<file path="src/rtl/instr_decode_stage.sv">
// Assembles 64-bit instructions from a narrow beat stream, decodes each one
// into operand fields, and queues the results in a small FIFO for the controller.
module instr_decode_stage #(
    parameter int BEAT_W   = 16,
    parameter int DEPTH    = 4,
    parameter int DROP_NOP = 0,
    parameter int CNT_W    = 8
) (
    input  logic                       clk,
    input  logic                       rst,
    input  logic                       flush,
    input  logic                       in_valid,
    output logic                       in_ready,
    input  logic [BEAT_W-1:0]          in_beat,
    output logic                       out_valid,
    input  logic                       out_ready,
    output logic [4:0]                 out_opcode,
    output logic [4:0]                 out_dest,
    output logic [9:0]                 out_length_or_cols,
    output logic [9:0]                 out_rows,
    output logic [23:0]                out_addr,
    output logic [4:0]                 out_b,
    output logic [4:0]                 out_x,
    output logic [4:0]                 out_w,
    output logic                       out_illegal,
    output logic [$clog2(DEPTH+1)-1:0] occupancy,
    output logic [CNT_W-1:0]           illegal_count
);

    localparam int NB   = 64 / BEAT_W;
    localparam int BC_W = (NB > 1) ? $clog2(NB) : 1;
    localparam int PW   = (DEPTH > 1) ? $clog2(DEPTH) : 1;
    localparam int OW   = $clog2(DEPTH + 1);

    typedef struct packed {
        logic        illegal;
        logic [4:0]  w;
        logic [4:0]  x;
        logic [4:0]  b;
        logic [23:0] addr;
        logic [9:0]  rows;
        logic [9:0]  loc;
        logic [4:0]  dest;
        logic [4:0]  opcode;
    } dec_t;

    function automatic dec_t decode(input logic [63:0] word);
        dec_t d;
        d        = '0;
        d.opcode = word[4:0];
        case (word[4:0])
            5'h00: ;
            5'h01, 5'h03: begin
                d.dest = word[9:5];
                d.loc  = word[19:10];
                d.addr = word[63:40];
            end
            5'h02: begin
                d.dest = word[9:5];
                d.loc  = word[19:10];
                d.rows = word[29:20];
                d.addr = word[63:40];
            end
            5'h04: begin
                d.dest = word[9:5];
                d.loc  = word[19:10];
                d.rows = word[29:20];
                d.b    = word[34:30];
                d.x    = word[39:35];
                d.w    = word[44:40];
            end
            5'h05: begin
                d.dest = word[9:5];
                d.x    = word[14:10];
                d.loc  = word[29:20];
            end
            default: d.illegal = 1'b1;
        endcase
        return d;
    endfunction

    function automatic logic [CNT_W-1:0] sat_inc(input logic [CNT_W-1:0] c);
        return (&c) ? c : c + 1'b1;
    endfunction

    function automatic logic [PW-1:0] ptr_inc(input logic [PW-1:0] p);
        return (p == PW'(DEPTH - 1)) ? '0 : p + 1'b1;
    endfunction

    logic [BC_W-1:0] beat_cnt;
    logic [63:0]     word_p0;
    logic [63:0]     word_c;
    dec_t            dec_c;
    dec_t            mem [DEPTH];
    dec_t            head;
    logic [PW-1:0]   wr_ptr, rd_ptr;
    logic            last_beat, fifo_full, accept, push, pop, drop;

    assign last_beat = (beat_cnt == BC_W'(NB - 1));
    assign fifo_full = (occupancy == OW'(DEPTH));
    assign in_ready  = !(last_beat && fifo_full);
    assign out_valid = (occupancy != '0);
    assign accept    = in_valid && in_ready && !flush;

    // Completed word: stored lower beats with the final beat spliced in on top.
    always_comb begin
        word_c = word_p0;
        word_c[(NB-1)*BEAT_W +: BEAT_W] = in_beat;
        dec_c = decode(word_c);
    end

    assign drop = (DROP_NOP != 0) && (dec_c.opcode == 5'h00);
    assign push = accept && last_beat && !drop;
    assign pop  = out_valid && out_ready && !flush;

    always_ff @(posedge clk or posedge rst) begin
        if (rst) begin
            beat_cnt      <= '0;
            wr_ptr        <= '0;
            rd_ptr        <= '0;
            occupancy     <= '0;
            illegal_count <= '0;
        end else if (flush) begin
            beat_cnt  <= '0;
            wr_ptr    <= '0;
            rd_ptr    <= '0;
            occupancy <= '0;
        end else begin
            if (accept)
                beat_cnt <= last_beat ? '0 : beat_cnt + 1'b1;
            if (push)
                wr_ptr <= ptr_inc(wr_ptr);
            if (pop)
                rd_ptr <= ptr_inc(rd_ptr);
            if (push && !pop)
                occupancy <= occupancy + 1'b1;
            else if (pop && !push)
                occupancy <= occupancy - 1'b1;
            if (push && dec_c.illegal)
                illegal_count <= sat_inc(illegal_count);
        end
    end

    // Data storage carries no reset; validity is tracked by the control state.
    always_ff @(posedge clk) begin
        if (accept && !last_beat)
            word_p0[int'(beat_cnt)*BEAT_W +: BEAT_W] <= in_beat;
        if (push)
            mem[wr_ptr] <= dec_c;
    end

    assign head               = out_valid ? mem[rd_ptr] : '0;
    assign out_opcode         = head.opcode;
    assign out_dest           = head.dest;
    assign out_length_or_cols = head.loc;
    assign out_rows           = head.rows;
    assign out_addr           = head.addr;
    assign out_b              = head.b;
    assign out_x              = head.x;
    assign out_w              = head.w;
    assign out_illegal        = head.illegal;

endmodule

</file>
<file path="config.mk">
export PLATFORM = sky130hd
export DESIGN_NAME = instr_decode_stage
export DESIGN_NICKNAME = d
export VERILOG_FILES = /design/src/rtl/instr_decode_stage.sv
export SDC_FILE = /design/constraint.sdc
export NUM_CORES = 1
export LEC_CHECK = 0
export CAP_MARGIN = 20
export CORE_UTILIZATION = 26
export CTS_CLUSTER_DIAMETER = 80
export DETAILED_ROUTE_END_ITERATION = 10
export HOLD_SLACK_MARGIN = 0.1
export PLACE_DENSITY = 0.46
export SLEW_MARGIN = 20
export SYNTH_ARGS = -nofsm -noshare
export SYNTH_HDL_FRONTEND = slang
export SYNTH_SLANG_ARGS = --single-unit
</file>
<file path="constraint.sdc">
create_clock -name clk -period 4.6 [get_ports clk]
set_clock_uncertainty 0.05 [all_clocks]
set_input_delay 0.92 -clock clk [delete_from_list [all_inputs] [get_ports clk]]
set_output_delay 0.92 -clock clk [all_outputs]
set_load 0.01 [all_outputs]
</file>
# == After elaboration in Yosys (flattened, before gate mapping) ==
# Memory sizes are Yosys's and may differ from the RTL's.
# Cells that the tools add are included.
# classes
n_addsub,7
multipliers,0
div_mod_pow,0
magnitude_cmp,0
eq_ne,9
shifts,2
mux,23
bitwise_logic,2
n_reduce_logical,27
# op_table
cell,count
$mux W70,1
$bwmux W64,1
$shift A16 B33 Y64 const A,1
$shiftx A16 B33 Y64,1
$neg A6 Y33,1
$pmux W15 S2,1
$mux W24,1
$mux W2,9
$eq A5 B2 Y1 const B,2
$eq A5 B3 Y1 const B,2
$logic_and A1 B1 Y1,10
$mux W10,1
$mux W5,2
$pmux W5 S2,1
$mux W3,3
$add A8 B1 Y8 const B,1
$reduce_and A8 Y1,1
$add A2 B1 Y2 const B,3
$eq A2 B2 Y1 const B,3
$reduce_bool A2 Y1,3
$reduce_bool A3 Y1,2
$reduce_or A6 Y1,1
$eq A5 B1 Y1 const B,1
$logic_not A1 Y1,5
10 further kinds,13
# word_totals
ff_bits,81
latch_bits,0
ramBits,280
mem_bits_ro,0
output_inout_bits,83
word_cells,77
n_memories,1
# mem_list
name,words,width,rd,rd_ports_with_merged_regs,wr,line,rtl
mem,4,70,1,0,1,94,dec_t mem [DEPTH];

# == Logic depth before layout (Yosys ltp) ==
# depth
depth_word,11
mapped_depth,10

# == Worst setup path before layout ==
# No wires, ideal clock.
# synth_path
kind,in2reg
start,input port flush
end,memory mem[0][0] (netlist bit) (enable)
setup_ns,0.436
t_arrival_ns,3.217
setup_slack_ns,0.897
stages,4
path_buffers,1
cell_sequence,nand3b_4 -> nor2_1 -> clkbuf_1 -> and2_1
# synth_between
elab_chain_cells,5
# synth_lines
item,line,rtl
start: declaration,11,"input logic flush,"
$logic_not A1 Y1,103,assign accept = in_valid && in_ready && !flush;
$logic_and A1 B1 Y1,103,
$logic_and A1 B1 Y1,113,assign push = accept && last_beat && !drop;
$mux W1,148,if (push)
$mux W1 (implied by the code),149,mem[wr_ptr] <= dec_c;
end: declaration,94,
# Every way passes these cells.

# == Worst setup path in the final report ==
# layout_path
start,register rd_ptr[0]
end,output port out_opcode[4]
# layout_between
elab_chain_cells,2
# layout_lines
item,line,rtl
start: declaration,96,"logic [PW-1:0] wr_ptr, rd_ptr;"
start signal: assignment,134,rd_ptr <= ptr_inc(rd_ptr);
$mem_v2 Z4 W70,n/a,
$mux W70,152,assign head = out_valid ? mem[rd_ptr] : '0;
end: declaration,17,"output logic [4:0] out_opcode,"
# Every way passes these cells.

==> flow_metrics.tcl <==
set metrics [dict create \
    path_delay_family "flip-flops" \
    ys_warn_count 0 \
    firstDrtPassIters 9 \
    slowest_delay_ns 0.95 \
    drv_slew 0 \
    die_h_um 234 \
    grt_pass1_vias 7263 \
    synth.avg_cell_area_um2 18.8 \
    ioPinCount 104 \
    drive_above_1_share_pct 18.2 \
    placed_cells 1517 \
    total_power_mw 7.06 \
    grt_pass1_wl_mm 48.6 \
    drt_iter0_drc 371 \
    grt_util_all_layers_pct 12.2 \
    synth_edf_count 328 \
    overflow 0 \
    clock-sinks 345 \
    portBuffers 103 \
    cts_tree "done" \
    drt_wl_total_mm 32.6 \
    syn2layout_area_growth_pct 23.3 \
    die_area_um2 54700 \
    synth.ff_latch_count 345 \
    cp_cell_sequence "buf_12 -> mux4_2 -> and2_1 -> clkdlybuf4s50_1" \
    nFillCells 5077 \
    cp_max_fo 37 \
    violations "design-rule violations" \
    ys_top_cells_by_area "edfxtp_1 (70%), mux4_2 (11%), and2_1 (7.6%)" \
    crit_buf_inv 2 \
    place_hpwl_mm 21.0 \
    max-vdd-ir-drop_v 0.000201 \
    grt-busiest-layer "met2" \
    worstSetupPathType "register to output pin" \
    min_delay_path_depth 1 \
    cp.required_ns 3.63 \
    vias_per_cell 4.33 \
    cts_resized 0 \
    hp-class "register to register" \
    htreeDepth 2 \
    gr-usage-met3_pct 2.66 \
    clockBufferDepth 3 \
    start_kind "register" \
    min_period_over_period_pct 88.5 \
    synth.distinct_cells 44 \
    cts_hold_buf 0 \
    rows 84 \
    syn-cell-area_um2 14000 \
    ys_seq_area_share_pct 73.5 \
    cts_root_buf "clkbuf_16" \
    slew_headroom_pct 36.5 \
    max_cap_violations 0 \
    path_depth 4 \
    die_w_um 234 \
    ys_async_sr_fraction_pct 4.93 \
    final_cells 1591 \
    postCtsSetupBuffers 0 \
    synthDominantAreaCellType "edfxtp_1" \
    worst_slew_pin_slew_ns 0.950 \
    hold_violations 0 \
    run_status "complete, but fails checks" \
    whs_ns 0.470 \
    fmax_ghz 0.246 \
    globalRouteMet1Util_pct 16.4 \
    synth_top_cell_area_share_pct 70.5 \
    coreArea_um2 52900 \
    cts_inserted_buffers 40 \
    grt_max_degree 40 \
    syn_inst 742 \
    leakagePower_nw 5.54 \
    nets 904 \
    post_drt_wl_per_cell_um 20.5 \
    setup_viol 0 \
    vias 6882 \
    ys.flop_type "edfxtp_1" \
    drc 4 \
    clock_latency_ns 0.54 \
    route.antenna.remaining_nets 0 \
    synth_nets 775 \
    min_period_ns 4.07 \
    antenna_found_initial 1 \
    met2_usage_pct 19.9 \
    gp_congestion 0.695 \
    rsz0062_at_grt "no" \
    setup_tns_ns 0 \
    p_per_area_nw_per_um2 409 \
    end_kind "output pin" \
    clkSlewWorstSetupHoldPaths_ns 0.06 \
    rr_worst_depth 7 \
    critPathSlowestCell "dfrtp_4" \
    initial_utilization_pct 26.4 \
    cp.arrival_ns 3.10 \
]
## through the flow
step	instance area [um2]	setup WS, ns	util, %
after detailed placement	16000	0.976	30.2
after floorplan	14000	0.897	-
after global placement	16000	0.993	30.2
after global routing	17200	0.288	32.6
final	17200	0.530	32.6
after CTS	17200	0.400	32.6
## layout make-up
| class | instances | area (um2) | area share [%] |
|---|---|---|---|
| Antenna cell | 1 | 2.50 | 0.0145 |
| Clock buffer | 49 | 1060 | 6.13 |
| Clock inverter | 24 | 224 | 1.30 |
| Inverter | 7 | 26.3 | 0.152 |
| Multi-Input combinational cell | 354 | 3560 | 20.6 |
| Sequential cell | 345 | 10300 | 59.6 |
| Tap cell | 688 | 861 | 4.99 |
| Timing Repair Buffer | 123 | 1230 | 7.14 |
## report_power, final
part	internal, mW	total, mW	switching [mW]
clock network	1.86	3.09	1.23
logic	0.249	0.477	0.228
registers	3.45	3.49	0.0405
total	5.55	7.06	1.50
## routing by layer
metal | up-vias | wire (um)
met5 | - | 17
met4 | 2 | 489
met3 | 33 | 1480
met2 | 145 | 15800
met1 | 3552 | 14800
li1 | 3150 | -
## worst register-to-register path, cell delays in order, from the launching register on
cell and delay [ns]:
dfrtp_1 0.53, or3_2 0.62, nand2_2 0.18, and2_1 0.19, fa_1 0.44, or4_1 0.49, o221a_2 0.13, o22ai_1 0.12
## synth_stat cells, types with 2 or more instances
master    instances
nand2_2           2
nand2_1           9
nor2_1           10
nor4_1            2
edfxtp_1        328
nand4_1           2
and2_1          170
mux4_2           70
o31ai_1           2
mux2_2            2
or3_1             2
a21oi_1           6
dfrtp_1          17
buf_2            11
xnor2_1           7
nor2b_1           6
and3_1            3
nor3b_1           4
nor3_1            3
clkbuf_1         25
inv_1             7
a22o_1           17
nand3_1           6
ha_1             11
## placed cells by master, fill, tap and decap left out, types with 6 or more instances in the layout
cell,instances
a21oi_1,6
a22o_1,17
and2_1,166
buf_4,16
clkbuf_1,8
clkbuf_16,41
clkdlybuf4s50_1,103
clkinv_1,11
dfrtp_1,15
edfxtp_1,328
ha_1,11
inv_1,7
mux4_2,70
nand2_1,9
nand3_1,6
nor2_1,10
nor2b_1,6
xnor2_1,7
## sequential cells by signal, indices dropped and copies added, names as in the netlist
register       flops
word_p0           48
beat_cnt           2
rd_ptr             2
occupancy          3
mem              280
wr_ptr             2
illegal_count      8
## path summary, 6_finish.rpt
path / from / to / slack (ns)
max: rd_ptr[0]$_DFFE_PP0P_ / out_opcode[4] / 0.53
min: illegal_count[5]$_DFFE_PP0P_ / illegal_count[5]$_DFFE_PP0P_ / 0.47
max reg2reg: occupancy[0]$_DFFE_PP0P_ / occupancy[2]$_DFFE_PP0P_ / 1.78
min reg2reg: illegal_count[5]$_DFFE_PP0P_ / illegal_count[5]$_DFFE_PP0P_ / 0.47
max in group asynchronous: rst / rd_ptr[0]$_DFFE_PP0P_ / 3.20
min in group asynchronous: rst / illegal_count[5]$_DFFE_PP0P_ / 0.76
## logic make-up (layout without fill, tap and decap cells)
kind of cell | after synthesis | in the layout | synth area share, %
other | 0 | 1 | 0
buffers and inverters | 43 | 203 | 1.25
AOI/OAI and AO/OA | 33 | 33 | 1.85
xor gates and xnor gates | 7 | 7 | 0.439
muxes | 73 | 73 | 11.5
DFF | 345 | 345 | 73.5
and+or+nand+nor | 229 | 229 | 10.3
adders and majority gates | 12 | 12 | 1.13
(Power assumes the default switching activity.)
